<file path="src/rtl/dvi_timing_ctrl_if.sv">
// Timing-configuration handshake bundle between a mode source and dvi_timing_ctrl.
// Carries the offered H/V timing words plus the accept/reject/apply indications.
// master offers timing; slave (the controller) answers with ready/err/done.
interface dvi_timing_ctrl_if #(
  parameter int CW = 11
);
  logic          cfg_valid;
  logic          cfg_ready;
  logic [4*CW-1:0] cfg_h;
  logic [4*CW-1:0] cfg_v;
  logic          cfg_err;
  logic          cfg_done;

  modport master (
    output cfg_valid, cfg_h, cfg_v,
    input  cfg_ready, cfg_err, cfg_done
  );

  modport slave (
    input  cfg_valid, cfg_h, cfg_v,
    output cfg_ready, cfg_err, cfg_done
  );
endinterface

</file>
<file path="src/rtl/dvi_timing_ctrl.sv">
// Programmable DVI video timing generator: pixel/line counters plus registered decode.
// Latency: draw_area/hsync/vsync/frame_start lag the counters by 1 cycle; cfg_err 1 cycle after offer.
// Backpressure: cfg_ready drops while a new timing is pending until it lands at a frame boundary.
module dvi_timing_ctrl #(
  parameter int CW    = 11,
  parameter int H_ACT = 960,
  parameter int H_SS  = 960,
  parameter int H_SE  = 961,
  parameter int H_TOT = 1041,
  parameter int V_ACT = 540,
  parameter int V_SS  = 540,
  parameter int V_SE  = 541,
  parameter int V_TOT = 585
) (
  input  logic            pixclk,
  input  logic            reset,
  dvi_timing_ctrl_if.slave cfg,
  output logic [CW-1:0]   counter_x,
  output logic [CW-1:0]   counter_y,
  output logic            draw_area,
  output logic            hsync,
  output logic            vsync,
  output logic            frame_start
);

  // One axis of timing; field order matches the {tot, se, ss, act} packing of cfg_h/cfg_v.
  typedef struct packed {
    logic [CW-1:0] tot;
    logic [CW-1:0] se;
    logic [CW-1:0] ss;
    logic [CW-1:0] act;
  } tim_t;

  typedef enum logic [1:0] {
    ST_IDLE    = 2'd0,
    ST_PENDING = 2'd1,
    ST_APPLY   = 2'd2
  } state_t;

  localparam tim_t DEF_H = '{tot: CW'(H_TOT), se: CW'(H_SE), ss: CW'(H_SS), act: CW'(H_ACT)};
  localparam tim_t DEF_V = '{tot: CW'(V_TOT), se: CW'(V_SE), ss: CW'(V_SS), act: CW'(V_ACT)};

  // 0 < act <= ss < se <= tot-1; written as se < tot so tot==0 cannot underflow.
  function automatic logic tim_ok(tim_t t);
    return (t.act != '0) && (t.act <= t.ss) && (t.ss < t.se) && (t.se < t.tot);
  endfunction

  state_t        state_q, state_d;
  tim_t          act_h_q, act_h_d, act_v_q, act_v_d;
  tim_t          shd_h_q, shd_h_d, shd_v_q, shd_v_d;
  logic [CW-1:0] x_q, x_d, y_q, y_d;
  logic          draw_q, draw_d, hs_q, hs_d, vs_q, vs_d, fs_q, fs_d;
  logic          err_q, err_d;
  logic          wrap_x, wrap_y, last_pix;

  // Counter advance, registered decode and the config FSM next-state.
  always_comb begin
    state_d = state_q;
    act_h_d = act_h_q;
    act_v_d = act_v_q;
    shd_h_d = shd_h_q;
    shd_v_d = shd_v_q;
    err_d   = 1'b0;

    // >= rather than == so counters left above a shrunk total still wrap.
    wrap_x   = (x_q >= act_h_q.tot - CW'(1));
    wrap_y   = (y_q >= act_v_q.tot - CW'(1));
    last_pix = wrap_x && wrap_y;

    x_d = wrap_x ? '0 : x_q + CW'(1);
    y_d = y_q;
    if (wrap_x) y_d = wrap_y ? '0 : y_q + CW'(1);

    draw_d = (x_q < act_h_q.act) && (y_q < act_v_q.act);
    hs_d   = (x_q >= act_h_q.ss) && (x_q < act_h_q.se);
    vs_d   = (y_q >= act_v_q.ss) && (y_q < act_v_q.se);
    fs_d   = (x_q == '0) && (y_q == '0);

    case (state_q)
      ST_IDLE: begin
        if (cfg.cfg_valid) begin
          if (tim_ok(tim_t'(cfg.cfg_h)) && tim_ok(tim_t'(cfg.cfg_v))) begin
            shd_h_d = tim_t'(cfg.cfg_h);
            shd_v_d = tim_t'(cfg.cfg_v);
            state_d = ST_PENDING;
          end else begin
            err_d = 1'b1;
          end
        end
      end
      ST_PENDING: begin
        // Swap only on the last pixel so the new frame starts cleanly at 0,0.
        if (last_pix) begin
          act_h_d = shd_h_q;
          act_v_d = shd_v_q;
          x_d     = '0;
          y_d     = '0;
          state_d = ST_APPLY;
        end
      end
      default: state_d = ST_IDLE;
    endcase
  end

  // State, timing and output registers; reset restores defaults and drops any pending timing.
  always_ff @(posedge pixclk) begin
    if (reset) begin
      state_q <= ST_IDLE;
      act_h_q <= DEF_H;
      act_v_q <= DEF_V;
      shd_h_q <= DEF_H;
      shd_v_q <= DEF_V;
      x_q     <= '0;
      y_q     <= '0;
      draw_q  <= 1'b0;
      hs_q    <= 1'b0;
      vs_q    <= 1'b0;
      fs_q    <= 1'b0;
      err_q   <= 1'b0;
    end else begin
      state_q <= state_d;
      act_h_q <= act_h_d;
      act_v_q <= act_v_d;
      shd_h_q <= shd_h_d;
      shd_v_q <= shd_v_d;
      x_q     <= x_d;
      y_q     <= y_d;
      draw_q  <= draw_d;
      hs_q    <= hs_d;
      vs_q    <= vs_d;
      fs_q    <= fs_d;
      err_q   <= err_d;
    end
  end

  assign cfg.cfg_ready = (state_q == ST_IDLE);
  assign cfg.cfg_done  = (state_q == ST_APPLY);
  assign cfg.cfg_err   = err_q;
  assign counter_x     = x_q;
  assign counter_y     = y_q;
  assign draw_area     = draw_q;
  assign hsync         = hs_q;
  assign vsync         = vs_q;
  assign frame_start   = fs_q;

endmodule

</file>
<file path="src/flat_wrapper.sv">
// flat-port wrapper written by rule: the top's interface ports become plain ports
module dvi_timing_ctrl_flat 
#(
  parameter int CW    = 11,
  parameter int H_ACT = 960,
  parameter int H_SS  = 960,
  parameter int H_SE  = 961,
  parameter int H_TOT = 1041,
  parameter int V_ACT = 540,
  parameter int V_SS  = 540,
  parameter int V_SE  = 541,
  parameter int V_TOT = 585
)
  (pixclk, reset, counter_x, counter_y, draw_area, hsync, vsync, frame_start, cfg_cfg_valid, cfg_cfg_h, cfg_cfg_v, cfg_cfg_ready, cfg_cfg_err, cfg_cfg_done);
  dvi_timing_ctrl_if #(.CW(CW)) cfg_i ();
  input  logic pixclk;
  input  logic reset;
  output logic [CW-1:0] counter_x;
  output logic [CW-1:0] counter_y;
  output logic draw_area;
  output logic hsync;
  output logic vsync;
  output logic frame_start;
  input wire logic [$bits(cfg_i.cfg_valid)-1:0] cfg_cfg_valid;
  input wire logic [$bits(cfg_i.cfg_h)-1:0] cfg_cfg_h;
  input wire logic [$bits(cfg_i.cfg_v)-1:0] cfg_cfg_v;
  output wire logic [$bits(cfg_i.cfg_ready)-1:0] cfg_cfg_ready;
  output wire logic [$bits(cfg_i.cfg_err)-1:0] cfg_cfg_err;
  output wire logic [$bits(cfg_i.cfg_done)-1:0] cfg_cfg_done;
  assign cfg_i.cfg_valid = cfg_cfg_valid;
  assign cfg_i.cfg_h = cfg_cfg_h;
  assign cfg_i.cfg_v = cfg_cfg_v;
  assign cfg_cfg_ready = cfg_i.cfg_ready;
  assign cfg_cfg_err = cfg_i.cfg_err;
  assign cfg_cfg_done = cfg_i.cfg_done;
  dvi_timing_ctrl #(.CW(CW), .H_ACT(H_ACT), .H_SS(H_SS), .H_SE(H_SE), .H_TOT(H_TOT), .V_ACT(V_ACT), .V_SS(V_SS), .V_SE(V_SE), .V_TOT(V_TOT)) u_core (.pixclk(pixclk), .reset(reset), .cfg(cfg_i), .counter_x(counter_x), .counter_y(counter_y), .draw_area(draw_area), .hsync(hsync), .vsync(vsync), .frame_start(frame_start));
endmodule
</file>
<file path="config.mk">
export PLATFORM = sky130hd
export DESIGN_NAME = dvi_timing_ctrl_flat
export DESIGN_NICKNAME = d
export VERILOG_FILES = /design/src/rtl/dvi_timing_ctrl_if.sv /design/src/rtl/dvi_timing_ctrl.sv /design/src/flat_wrapper.sv
export SDC_FILE = /design/constraint.sdc
export NUM_CORES = 1
export LEC_CHECK = 0
export CORE_MARGIN = 5
export CORE_UTILIZATION = 39
export CTS_BUF_LIST = sky130_fd_sc_hd__clkbuf_8 sky130_fd_sc_hd__clkbuf_16
export DETAILED_ROUTE_END_ITERATION = 12
export GPL_TIMING_DRIVEN = 0
export SLEW_MARGIN = 5
export SYNTH_ARGS = -nofsm -noshare
export SYNTH_HDL_FRONTEND = slang
export SYNTH_SLANG_ARGS = --single-unit
</file>
<file path="constraint.sdc">
create_clock -name pixclk -period 4.7 [get_ports pixclk]
set_input_delay 1.41 -clock pixclk [delete_from_list [all_inputs] [get_ports pixclk]]
set_output_delay 1.41 -clock pixclk [all_outputs]
set_load 0.05 [all_outputs]
</file>
Word-level counts from Yosys, hierarchy flattened
Cells that the tools add are included.
{ "totals": {"mem_bits_ro": 0, "ram_bits": 0, "regBits": 205, "out_inout_bits": 29, "n_memories": 0, "in_bits": 91, "latch_bits": 0, "elab_cells": 82} }
{ "classes": {"muxes": 12, "addsub": 4, "n_mul": 0, "n_reduce_logical": 21, "magnitude_cmp": 14, "n_bitwise": 2, "n_eq_ne": 5, "shifts": 0, "div_mod_pow": 0} }
{ "op_table": {"columns": ["cell", "count"], "rows": [
  ["less-than comparator 11 bit", 8],
  ["two-way mux 11 bit", 7],
  ["greater-or-equal comparator 11 bit", 4],
  ["adder 11 x 1 -> 11 bit (second input constant)", 2],
  ["<= comparator 11 bit", 2],
  ["zero test 11 bit", 2],
  ["nonzero test 11 bit", 2],
  ["subtractor 11 x 1 -> 11 bit (second input constant)", 2],
  ["logical AND 1 bit", 12],
  ["two-way mux 2 bit", 3],
  ["AND reduction 3 bit", 2],
  ["!= test 2 x 1 -> 1 bit (second input constant)", 2],
  ["one-hot mux 2 bit (2 select lines)", 1],
  ["OR reduction 3 bit", 1],
  ["equality test 2 x 1 -> 1 bit (second input constant)", 1],
  ["equality test 2 bit (second input constant)", 1],
  ["zero test 2 bit", 1],
  ["!= test 2 bit (second input constant)", 1],
  ["inverter 1 bit", 2],
  ["AND reduction 2 bit", 1],
  ["two-way mux 1 bit", 1]
]} }

Depth between registers and ports, before layout
Gate-level depths: netlist of run 1.
{ "depth": {"word_depth": 8, "ltp_mapped": 14, "mapped_depth_nobuf": 12} }

Worst setup path after synthesis of run 1
No wires, ideal clock.
{ "synth_path": {"path_type": "input to register", "start": "input cfg_cfg_h[32]", "end": "register u_core.shd_h_q[17] in the netlist's numbering", "arrival_ns": 3.337, "cell_stages": 9, "setup_ns": 0.072, "path_slack_ns": 1.291, "required_time_ns": 4.628, "path_buffers": 1, "path_cell_list": "inv_1 ha_1 a22oi_1 nand2_1 a2111oi_4 nand4_2 nor4b_4 buf_6 mux2i_1"} }
{ "synth_between": {"elab_chain_len": 5, "word_cells_on_any_way": 6, "classes_between": "order compare: 2; reduce/logical: 4"} }
{ "synth_rtl": {"columns": ["item", "line", "rtl"], "rows": [
  ["start: declaration", "flat_wrapper.sv:25", "input wire logic [$bits(cfg_i.cfg_h)-1:0] cfg_cfg_h;"],
  ["less-than comparator 11 bit", "dvi_timing_ctrl.sv:45", "return (t.act != '0) && (t.act <= t.ss) && (t.ss < t.se) && (t.se < t.tot);"],
  ["logical AND 1 bit", "dvi_timing_ctrl.sv:45", null],
  ["logical AND 1 bit (*)", "dvi_timing_ctrl.sv:45", null],
  ["logical AND 1 bit (*)", "dvi_timing_ctrl.sv:82", "if (tim_ok(tim_t'(cfg.cfg_h)) && tim_ok(tim_t'(cfg.cfg_v))) begin"],
  ["AND reduction 3 bit (no source line) (*)", null, null],
  ["end signal: assignment", "dvi_timing_ctrl.sv:124", "shd_h_q <= shd_h_d;"],
  ["end: declaration", "dvi_timing_ctrl.sv:50", "tim_t shd_h_q, shd_h_d, shd_v_q, shd_v_d;"]
]} }
Mark *: on every way between the ends. The rest lies on a longest branch, timed or not.
A chain may end at the register's enable or synchronous reset.

Worst setup path in the final report of run 1
{ "layout_path": {"start": "input cfg_cfg_v[20]", "end": "register u_core.shd_h_q[30] in the netlist's numbering"} }
{ "layout_between": {"elab_chain_len": 6, "word_cells_on_any_way": 7, "classes_between": "order compare: 2; reduce/logical: 5"} }
{ "layout_rtl": {"columns": ["item", "line", "rtl"], "rows": [
  ["start: declaration", "flat_wrapper.sv:26", "input wire logic [$bits(cfg_i.cfg_v)-1:0] cfg_cfg_v;"],
  ["<= comparator 11 bit", "dvi_timing_ctrl.sv:45", null],
  ["logical AND 1 bit", "dvi_timing_ctrl.sv:45", null],
  ["logical AND 1 bit (*) (2 in series)", "dvi_timing_ctrl.sv:45", null],
  ["logical AND 1 bit (*)", "dvi_timing_ctrl.sv:82", null],
  ["AND reduction 3 bit (no source line) (*)", null, null]
]} }
Marks and branches as above.

==> run summary, run 1 <==
- **P_sw** 1.06 mW
- **Worst setup EP type** register
- **Yosys cell types** 56
- **Tmin final** 4110 ps
- **final core area utilization** 0.477
- **syn avg cell area** 8.26 sq um
- **first-pass iteration count of the detailed router** 5
- **max_slew headroom** 0.489
- **Critical R2R Capture** u_core.act_v_q[38]
- **y dimension of the die** 183 um
- **Resized cells post-CTS** 0
- **overall die width** 183 um
- **RSZ-0062 raised after global routing** false
- **Clock Sinks** 205
- **# Max-Cap Violations** 0
- **Worst Reg2Reg Path Length in Cells** 13
- **largest net degree at the start of global routing** 15
- **number of flops mapped to enable cells by yosys** 0
- **Setup Fix Bufs, Post-CTS** 0
- **clk buf depth** 3
- **FFs w/ async S/R, synth** 0
- **CTS H-tree lvls** 1
- **post-cts hold buffer count** 0
- **count of nets after finishing** 1,801
- **Worst Setup SP** cfg_cfg_v[20]
- **Via density** 5.34
- **largest cells by area after synthesis** dfxtp_1, ha_1, a21oi_1
- **post-route ant nets** 0
- **cell with the most instances after synthesis** dfxtp_1
- **number of setup violations in the final report** 0
- **last weighted congestion value of the routability-driven placer** 0.881
- **DR iter-0 viols** 649
- **starting utilization of the core area** 0.395
- **internal power component** 3.07 mW
- **Global Route Usage Sum** 0.212
- **cell count after synthesis** 1,415
- **post-detail-place hpwl** 28.8 mm
- **worst setup path end** u_core.shd_h_q[30]
- **count of unresolved DRC violations after routing** 0
- **synthesis warning total** 0
- **required arrival time at the worst endpoint** 5130 ps
- **final count of pins violating max slew** 0
- **layout cell share with drive strength beyond 1** 0.0445
- **Clk Tree Root Cell** clkbuf_16
- **skew final** 7.73 ps
- **number of filler cells placed in the layout** 2,973
- **top_reg_cell synth** dfxtp_1
- **total area of multi-input combinational cells** 6710 sq um
- **maximum fanout along the worst path** 10
- **area of the core region** 29,600 sq um
- **number of core rows** 63
- **total number of vias** 10,500
- **share of the synthesized area in the top cell type** 0.351
- **FF/Latch Area** 4100 sq um
- **nature of the critical path startpoint** primary input
- **accumulated negative setup slack** 0 ps
- **Cell Area, Synth** 11,700 sq um
- **grt ovf** 0
- **total detailed-routing wirelength** 36.1 mm
- **insertion delay of the later-clocked pin in the worst-skew pair** 500 ps
- **ratio of total power to cell area** 292 nW/um^2
- **power share of the clock group** 0.445
- **fraction of power spent switching nets** 0.256
- **wire length of the first global-routing pass** 57.3 mm
- **clock tree from TritonCTS** yes
- **R2R Setup Slk** 1180 ps
- **number of global-route vias before repair** 10,300
- **worst min path class** reg -> reg
- **total die area** 33,500 sq um
- **arrival time at the worst endpoint** 4540 ps
- **final-report hold violation count** 0
- **Max Fclk** 243 MHz
- **register share of total power** 0.430
- **Slew @ Worst Pin** 766 ps
- **Peak VDD IR** 0.210 mV
- **Synthesized Nets** 1,658
- **FF-to-FF Start** u_core.act_h_q[36]
- **post-synthesis sequential area ratio** 0.351
- **number of input and output port buffers inserted** 119
- **initial antenna violation count** 0
- **critical path class** in -> reg
- **proportion of power drawn by combinational gates** 0.125
- **routed length per instance** 18.4 um
- **# diodes** 0
- **clock slew at the register clock pins of the worst setup and hold paths** 60 ps
- **run status** finished, final reports clean
- **leakage power figure** 5.81 nW
- **leading cell types by count after synthesis** dfxtp_1, a21oi_1, ha_1
- **Syn-to-layout area delta** 21.0%
- **number of buffers inserted during clock tree synthesis** 22
- **post-synthesis register bit count** 205
- **largest area contributor in the synthesized netlist** dfxtp_1
- **Tcrit/Tclk final** 0.874
- **I/O pin count** 120
==> stage by stage <==
step                      total power, mW  setup slack [ps]  hold slack, ps  instances  cell area (sq um)
after floorplan                      2.10              1290             432       1415              11700
after global placement               2.32               141             445       1924              13400
after detailed placement             2.33              76.4             448       1924              13400
after CTS                            4.16               597             455       1964              14100
after global routing                 4.29               458             467       1964              14100
final                                4.13               593             456       1964              14100
==> area by class of cell <==
class                           instances  share of cell area
Multi-Input combinational cell        989               0.474
Sequential cell                       205               0.290
Timing Repair Buffer                  119              0.0842
Clock buffer                           27              0.0446
Inverter                              134              0.0355
Tap cell                              390              0.0345
Buffer                                 87              0.0266
Clock inverter                         13              0.0102
==> cells in the final DEF (no fill, tap or decap), types with 3 or more instances in the layout <==
| cell | count |
|---|---|
| a211o_1 | 6 |
| a211oi_1 | 10 |
| a21o_1 | 22 |
| a21oi_1 | 169 |
| a31oi_1 | 4 |
| and2_1 | 3 |
| and3_1 | 8 |
| and4_1 | 3 |
| buf_1 | 4 |
| buf_2 | 22 |
| buf_6 | 3 |
| bufinv_16 | 3 |
| clkbuf_1 | 58 |
| clkbuf_16 | 23 |
| clkbuf_8 | 4 |
| clkdlybuf4s50_1 | 119 |
| clkinv_2 | 6 |
| dfxtp_1 | 205 |
| ha_1 | 152 |
| inv_1 | 136 |
| mux2i_1 | 31 |
| nand2_1 | 138 |
| nand2b_1 | 11 |
| nand3_1 | 19 |
| nand4_1 | 67 |
| nor2_1 | 102 |
| nor2b_1 | 8 |
| nor3_1 | 44 |
| nor4_1 | 16 |
| o2111ai_1 | 8 |
| o211a_1 | 3 |
| o211ai_1 | 4 |
| o21a_1 | 8 |
| o21ai_0 | 22 |
| o21bai_1 | 3 |
| o22ai_1 | 3 |
| o31ai_1 | 56 |
| or3_1 | 5 |
| xnor2_1 | 14 |
| xor2_1 | 22 |
==> how the worst min path moves through the flow <==
stage	start	to	depth (start not counted)
after floorplan	u_core.shd_h_q[0]	u_core.act_h_q[0]	2
after global placement	u_core.act_v_q[28]	u_core.act_v_q[28]	2
after detailed placement	u_core.act_h_q[16]	u_core.act_h_q[16]	2
after CTS	u_core.act_h_q[16]	u_core.act_h_q[16]	2
after global routing	u_core.act_h_q[16]	u_core.act_h_q[16]	2
final	u_core.act_h_q[16]	u_core.act_h_q[16]	2
==> sequential cells by signal, indices dropped and copies added, names as in the netlist <==
signal,cells
u_core.state_q,2
u_core.shd_v_q,44
u_core.act_h_q,44
u_core.frame_start,1
u_core.counter_x,11
u_core.counter_y,11
u_core.draw_area,1
u_core.hsync,1
u_core.cfg.cfg_err,1
u_core.shd_h_q,44
u_core.vsync,1
u_core.act_v_q,44
==> logic make-up (layout without fill, tap and decap cells) <==
family | after synthesis | in the layout | share of synthesized area
compound gates | 335 | 335 | 0.179
xor+xnor | 36 | 36 | 0.0270
fa+ha+maj | 152 | 152 | 0.163
buf+inv | 221 | 380 | 0.0752
flops | 205 | 205 | 0.351
mux | 32 | 32 | 0.0275
simple gates | 434 | 434 | 0.178
==> power groups by stage <==
stage | Clock [mW] | Combinational, mW | Sequential (mW)
2_1_floorplan | 0 | 0.276 | 1.82
5_1_grt | 1.94 | 0.569 | 1.78
4_1_cts | 1.87 | 0.518 | 1.77
3_5_place_dp | 0 | 0.514 | 1.81
6_report | 1.84 | 0.518 | 1.77
3_3_place_gp | 0 | 0.507 | 1.81
==> per-layer routing <==
metal / wire length [um] / track usage
met5: 0 / 0
met4: 629 / 0.0444
met3: 1580 / 0.0222
met2: 15800 / 0.337
met1: 18100 / 0.313
==> worst max-delay path, cell delays in order <==
cell and delay (ps):
clkdlybuf4s50_1 580, inv_1 70, ha_1 290, a21o_1 160
a21oi_1 210, o211ai_1 120, o21ai_0 400, nand4_2 290
nor4b_4 560, buf_6 250, mux2i_1 190
Note: power is estimated with default switching activity, not from simulation.
==> run 2: changes to the inputs <==
--- a/config.mk
+++ b/config.mk
@@ -10,6 +10,7 @@
 export CTS_BUF_LIST = sky130_fd_sc_hd__clkbuf_8 sky130_fd_sc_hd__clkbuf_16
 export DETAILED_ROUTE_END_ITERATION = 12
 export GPL_TIMING_DRIVEN = 0
+export REMOVE_ABC_BUFFERS = 1
 export SLEW_MARGIN = 5
 export SYNTH_ARGS = -nofsm -noshare
 export SYNTH_HDL_FRONTEND = slang
==> constraint.sdc (replaced) <==
create_clock -name pixclk -period 3.95 [get_ports pixclk]
set_input_delay 1.185 -clock pixclk [delete_from_list [all_inputs] [get_ports pixclk]]
set_output_delay 1.185 -clock pixclk [all_outputs]
set_load 0.05 [all_outputs]
==> run summary, run 2 (synthesis gave the netlist of run 1 again) <==
- **ratio of total power to cell area** 351 nW/um^2, +20%
- **# diodes** 0, unchanged
- **total number of vias** 10,500, +0.42%
- **total die area** 33,500 sq um, unchanged
- **Worst Setup SP** cfg_cfg_h[26]
- **last weighted congestion value of the routability-driven placer** 0.822, -6.7%
- **CTS H-tree lvls** 1, unchanged
- **wire length of the first global-routing pass** 54.7 mm, -4.6%
- **clock tree from TritonCTS** yes
- **Slew @ Worst Pin** 1070 ps, +299 ps
- **I/O pin count** 120, unchanged
- **Tcrit/Tclk final** 0.976
- **maximum fanout along the worst path** 36, +26
- **run status** finished, final reports clean
- **Critical R2R Capture** u_core.act_v_q[11]
- **Peak VDD IR** 0.273 mV, +30%
- **clock slew at the register clock pins of the worst setup and hold paths** 60 ps, about the same
- **nature of the critical path startpoint** primary input
- **cell with the biggest individual delay on the critical path** clkdlybuf4s50_1
- **accumulated negative setup slack** 0 ps, unchanged
- **initial antenna violation count** 1, +1
- **Worst Reg2Reg Path Length in Cells** 11, -2
- **DR iter-0 viols** 698, +7.6%
- **arrival time at the worst endpoint** 4260 ps, -280 ps
- **max_slew headroom** 0.280, -0.209
- **post-route worst hold slack** 450 ps, -5.99 ps
- **commonest non-fill, non-tap cell in the layout** dfxtp_1
- **# Max-Cap Violations** 0, unchanged
- **final core area utilization** 0.483, +0.00578
- **critical path class** in -> reg
- **cells traversed along the worst timing path** clkdlybuf4s50_1 > inv_1 > ha_1 > a21o_1 > a211oi_1 > o21ai_0 > o2111ai_2 > and4_4 > buf_12 > nand3_1 > a211o_1
- **post-cts hold buffer count** 0, unchanged
- **internal power component** 3.72 mW, +21%
- **proportion of power drawn by combinational gates** 0.137, +0.012
- **number of buffers inserted during clock tree synthesis** 24, +9.1%
- **Worst setup EP type** register
- **skew final** 11.8 ps, +4.05 ps
- **overall die width** 183 um, unchanged
- **total detailed-routing wirelength** 35.9 mm, -0.47%
- **area of the core region** 29,600 sq um, unchanged
- **most frequent cells in the layout** dfxtp_1, a21oi_1, ha_1, inv_1, nand2_1
- **Clock Sinks** 205, unchanged
- **P_sw** 1.31 mW, +24%
- **final-report hold violation count** 0, unchanged
- **insertion delay of the later-clocked pin in the worst-skew pair** 520 ps, +20 ps
- **CP peak stage delay** 580 ps, about the same
- **layout cell share with drive strength beyond 1** 0.0565, +0.0121
- **count of nets after finishing** 1,749, -2.9%
- **Tmin final** 3860 ps
- **Syn-to-layout area delta** 22.4%
- **Via density** 5.51, +3.2%
- **pre-CTS setup slack** -1460 ps, -1530 ps
- **number of filler cells placed in the layout** 2,905, -2.3%
- **number of input and output port buffers inserted** 119, unchanged
- **fraction of power spent switching nets** 0.260, +0.00366
- **Global Route Usage Sum** 0.202, -0.0106
- **grt ovf** 0, unchanged
- **post-detail-place hpwl** 24.2 mm, -16%
- **largest net degree at the start of global routing** 129, +114
- **final worst slack** 93.4 ps, -500 ps
- **Max Fclk** 259 MHz
- **number of global-route vias before repair** 10,100, -2.2%
- **post-route ant nets** 0, unchanged
- **required arrival time at the worst endpoint** 4350 ps, -780 ps
- **Clk Tree Root Cell** clkbuf_16
- **leakage power figure** 5.92 nW, +2.0%
- **register share of total power** 0.420, -0.010
- **number of setup violations in the final report** 0, unchanged
- **power share of the clock group** 0.442, -0.003
- **clk buf depth** 3, unchanged
- **final count of pins violating max slew** 0, unchanged
- **R2R Setup Slk** 380 ps, -800 ps
- **worst min path class** reg -> reg
- **first-pass iteration count of the detailed router** 5, unchanged
- **FF-to-FF Start** u_core.act_v_q[35]
- **routed length per instance** 18.8 um, +2.3%
- **worst setup path end** u_core.shd_h_q[43]
- **starting utilization of the core area** 0.395, unchanged
- **count of unresolved DRC violations after routing** 0, unchanged
- **number of core rows** 63, unchanged
- **y dimension of the die** 183 um, unchanged
[run 2: cell types whose count changed in the layout (fill, tap and decap cells not counted), sizes merged]
cell and delta:
and4 +1, clkdlybuf4s50 -1, clkinv -4, o221a +2, nand4 +1, inv +3
clkbuf -55, buf +1, bufinv -1
[run 2: stage by stage]
stage               instance area, sq um  instances  power [mW]
CTS                                14200       1901        5.04
floorplan                          11300       1328        2.44
detailed placement                 13400       1853        2.80
global placement                   13000       1837        2.75
finish                             14300       1911        5.03
global route                       14300       1911        5.21
[run 2: critical path, delay by kind of cell]
| kind | cells | cell delay [ps] |
|---|---|---|
| AO/OA/AOI/OAI | 5 | 1180 |
| adder cells (fa/ha/maj) | 1 | 290 |
| buffers and inverters | 3 | 910 |
| AND/OR/NAND/NOR | 2 | 650 |
[run 2: what timing repair did]
item | 4_1_cts | 5_1_grt
setup buffers | 5 | 8
setup endpoints to repair | 90 | 121
resized for setup | 5 | 3
pin swaps | 4 | 5
cloned | 2 | 2
[run 2: metal layers]
| metal | up-vias | global-route usage | share of wire |
|---|---|---|---|
| met5 | - | 0 | 0 |
| met4 | 0 | 0.0530 | 0.022 |
| met3 | 49 | 0.0305 | 0.065 |
| met2 | 318 | 0.333 | 0.46 |
| met1 | 4975 | 0.276 | 0.45 |
| li1 | 5190 | - | - |
[run 2: layout make-up]
| class | instances | area, sq um | share of cell area |
|---|---|---|---|
| tap | 390 | 488 | 0.0341 |
| clock inverter | 11 | 101 | 0.00708 |
| sequential | 205 | 4100 | 0.287 |
| multi-input combinational | 993 | 6830 | 0.477 |
| inverter | 134 | 503 | 0.0351 |
| clock buffer | 30 | 694 | 0.0485 |
| timing repair buffer | 148 | 1600 | 0.111 |
[run 2: how the worst min path moves through the flow]
stage                             startpoint            endpoint  slack, ps  depth (start not counted)
after CTS                  u_core.shd_v_q[5]   u_core.act_v_q[5]        450                          2
final                     u_core.shd_h_q[41]  u_core.act_h_q[41]        450                          2
after global placement    u_core.shd_v_q[32]  u_core.act_v_q[32]        440                          2
after global routing       u_core.shd_h_q[0]   u_core.act_h_q[0]        460                          2
after floorplan            u_core.shd_h_q[0]   u_core.act_h_q[0]        430                          2
after detailed placement   u_core.shd_v_q[5]   u_core.act_v_q[5]        440                          2
[run 2: power groups by stage]
| stage | combinational (mW) | clock, mW | sequential, mW |
|---|---|---|---|
| after floorplan | 0.273 | 0 | 2.17 |
| after global placement | 0.597 | 0 | 2.16 |
| after detailed placement | 0.645 | 0 | 2.16 |
| after CTS | 0.669 | 2.26 | 2.11 |
| after global routing | 0.748 | 2.34 | 2.11 |
| final | 0.691 | 2.22 | 2.11 |
==> run 3: changes to the inputs <==
--- a/config.mk
+++ b/config.mk
@@ -5,6 +5,7 @@
 export SDC_FILE = /design/constraint.sdc
 export NUM_CORES = 1
 export LEC_CHECK = 0
+export ABC_AREA = 1
 export CORE_MARGIN = 5
 export CORE_UTILIZATION = 39
 export CTS_BUF_LIST = sky130_fd_sc_hd__clkbuf_8 sky130_fd_sc_hd__clkbuf_16
==> run summary, run 3 <==
- **most used cell along the critical path** nand2_1
- **number of core rows** 64, +1.6%
- **DR iter-0 viols** 627, -10%
- **Slew @ Worst Pin** 1080 ps, +12.6 ps
- **post-route ant nets** 0, unchanged
- **nature of the critical path startpoint** primary input
- **required arrival time at the worst endpoint** 4360 ps, about the same
- **largest net degree at the start of global routing** 78, -40%
- **post-synthesis register bit count** 205, unchanged
- **largest cells by area after synthesis** dfxtp_1, ha_1, nand2_1
- **cell with the biggest individual delay on the critical path** clkdlybuf4s50_1
- **# diodes** 0, unchanged
- **starting utilization of the core area** 0.392, -0.00256
- **# Max-Cap Violations** 0, unchanged
- **grt ovf** 0, unchanged
- **total number of vias** 11,000, +4.8%
- **FFs w/ async S/R, synth** 0, unchanged
- **accumulated negative setup slack** 0 ps, unchanged
- **Clk Tree Root Cell** clkbuf_16
- **clk buf depth** 3, unchanged
- **share of the synthesized area in the top cell type** 0.344, -0.00688
- **Overall Power** 5.00 mW, -0.63%
- **y dimension of the die** 185 um, +0.94%
- **Worst Path Buf+Inv** 6, +3
- **count of placed standard cells including taps** 2,167, +17%
- **number of global-route vias before repair** 10,600, +5.4%
- **last weighted congestion value of the routability-driven placer** 0.839, +2.0%
- **final instance count without filler cells** 2,223, +16%
- **number of filler cells placed in the layout** 3,105, +6.9%
- **wire length of the first global-routing pass** 54.8 mm, +0.13%
- **Tcrit/Tclk final** 0.949, -0.0271
- **final-report hold violation count** 0, unchanged
- **Global Route Usage Sum** 0.197, -0.00433
- **run status** finished, final reports clean
- **cell count after synthesis** 1,707, +21%
- **worst min path class** reg -> reg
- **syn avg cell area** 6.99 sq um, -15%
- **count of nets after finishing** 2,051, +17%
- **cells traversed along the worst timing path** clkdlybuf4s50_1 > inv_1 > ha_1 > nand2_1 > inv_1 > nand3_1 > a21oi_2 > a21oi_4 > buf_16 > nand3_4 > buf_16 > buf_12 > nand2_1 > nand2_1 > nor2_1
- **critical path class** in -> reg
- **number of flops mapped to enable cells by yosys** 0, unchanged
- **number of input and output port buffers inserted** 119, unchanged
- **Worst setup EP type** register
- **I/O pin count** 120, unchanged
- **Tmin final** 3750 ps, -107 ps
- **synthesis warning total** 0, unchanged
- **clock tree from TritonCTS** yes
- **insertion delay of the later-clocked pin in the worst-skew pair** 530 ps, about the same
- **post-route worst hold slack** 454 ps, +3.86 ps
- **Clock Sinks** 205, unchanged
- **top_reg_cell synth** dfxtp_1
- **number of logic stages on the critical path including buffering** 15, +4
- **number of setup violations in the final report** 0, unchanged
- **final worst slack** 200 ps, +107 ps
- **post-synthesis sequential area ratio** 0.344, -0.00688
- **Peak VDD IR** 0.269 mV, -1.7%
- **Max Fclk** 267 MHz, +2.9%
- **pre-CTS setup slack** -1080 ps, +373 ps
- **post-detail-place hpwl** 24.2 mm, +0.16%
- **total detailed-routing wirelength** 34.6 mm, -3.9%
- **clock slew at the register clock pins of the worst setup and hold paths** 60 ps, about the same
- **routed length per instance** 15.5 um, -17%
- **maximum fanout along the worst path** 55, +53%
- **first-pass iteration count of the detailed router** 5, unchanged
- **leading cell types by count after synthesis** nand2_1, inv_1, dfxtp_1
- **total die area** 34,200 sq um, +1.9%
- **overall die width** 185 um, +0.94%
- **cell with the most instances after synthesis** nand2_1
- **most frequent cells in the layout** nand2_1, inv_1, dfxtp_1, nor2_1, ha_1
- **layout cell share with drive strength beyond 1** 0.0449, -0.0117
- **CTS H-tree lvls** 1, unchanged
- **post-cts hold buffer count** 0, unchanged
- **number of buffers inserted during clock tree synthesis** 25, +4.2%
- **count of unresolved DRC violations after routing** 0, unchanged
- **max_slew headroom** 0.281, about the same
- **commonest non-fill, non-tap cell in the layout** nand2_1
- **Syn-to-layout area delta** 21.5%
- **Cell Area, Synth** 11,900 sq um, +2.0%
- **skew final** 14.4 ps, +2.66 ps
- **Via density** 4.97, -9.9%
- **Yosys cell types** 43, -23%
- **RSZ-0062 raised after global routing** false
- **initial antenna violation count** 0, -1
- **cell depth of the worst hold path** 2, unchanged
- **leakage power figure** 7.02 nW, +19%
- **area of the core region** 30,400 sq um, +2.7%
- **ratio of total power to cell area** 345 nW/um^2, -1.8%
- **largest area contributor in the synthesized netlist** dfxtp_1
- **Worst Reg2Reg Path Length in Cells** 15, +4
- **arrival time at the worst endpoint** 4160 ps, -100 ps
- **final count of pins violating max slew** 0, unchanged
- **CP peak stage delay** 610 ps, +30 ps
- **kind of cell adding the most delay to the critical path** buffers and inverters
-- run 3: worst min-delay path: stages (launching register included) --
cell and delay [ps]:
dfxtp_1 320, nand2_1 50, nand3_1 50
-- run 3: cells by family (layout without fill, tap and decap cells) --
logic type | Yosys count | after routing | synth area share
xor gates and xnor gates | 26 | 26 | 0.0191
AOI/OAI and AO/OA | 166 | 166 | 0.0739
buffers and inverters | 297 | 416 | 0.0987
adders and majority gates | 152 | 152 | 0.159
and+or+nand+nor | 861 | 862 | 0.305
DFF | 205 | 205 | 0.344
-- run 3: path summary, 6_finish.rpt --
kind | from | to | slack [ps]
worst min-delay path | u_core.shd_h_q[17] | u_core.shd_h_q[17] | 450
worst max register to register | u_core.act_h_q[33] | u_core.act_v_q[6] | 530
worst min register to register | u_core.shd_h_q[17] | u_core.shd_h_q[17] | 450
worst max-delay path | cfg_cfg_h[32] | u_core.shd_h_q[39] | 200
-- run 3: repair_timing --
item,4_1_cts,5_1_grt
resized for setup,1,3
hold endpoints to repair,0,0
setup buffers,2,6
pin swaps,3,2
gates cloned,1,1
setup endpoints to repair,86,111
-- run 3: area by class of cell --
cell class                 count  area [sq um]  area share
tap                          396           495      0.0342
clock inverter                13           118     0.00811
timing repair buffer         138          1490       0.103
multi-input combinational   1206          6670       0.460
inverter                     232           880      0.0607
sequential                   205          4100       0.283
clock buffer                  33           736      0.0508
-- run 3: per-layer routing --
layer | vias to the layer above | global-route usage | routed length [um]
met5 | - | 0 | 0
li1 | 5679 | - | -
met2 | 233 | 0.342 | 16000
met3 | 57 | 0.0251 | 1620
met1 | 5070 | 0.261 | 16200
met4 | 0 | 0.0484 | 779
-- run 3: through the flow --
step                 util  instance area [sq um]
global route        0.476                  14500
detailed placement  0.444                  13500
finish              0.476                  14500
CTS                 0.473                  14400
floorplan               -                  11600
global placement    0.437                  13300
-- run 3: power by group --
group	total, mW	switching, mW	internal (mW)
registers	2.13	0.0253	2.10
logic	0.532	0.318	0.215
clock network	2.33	0.903	1.43
total	5.00	1.25	3.75
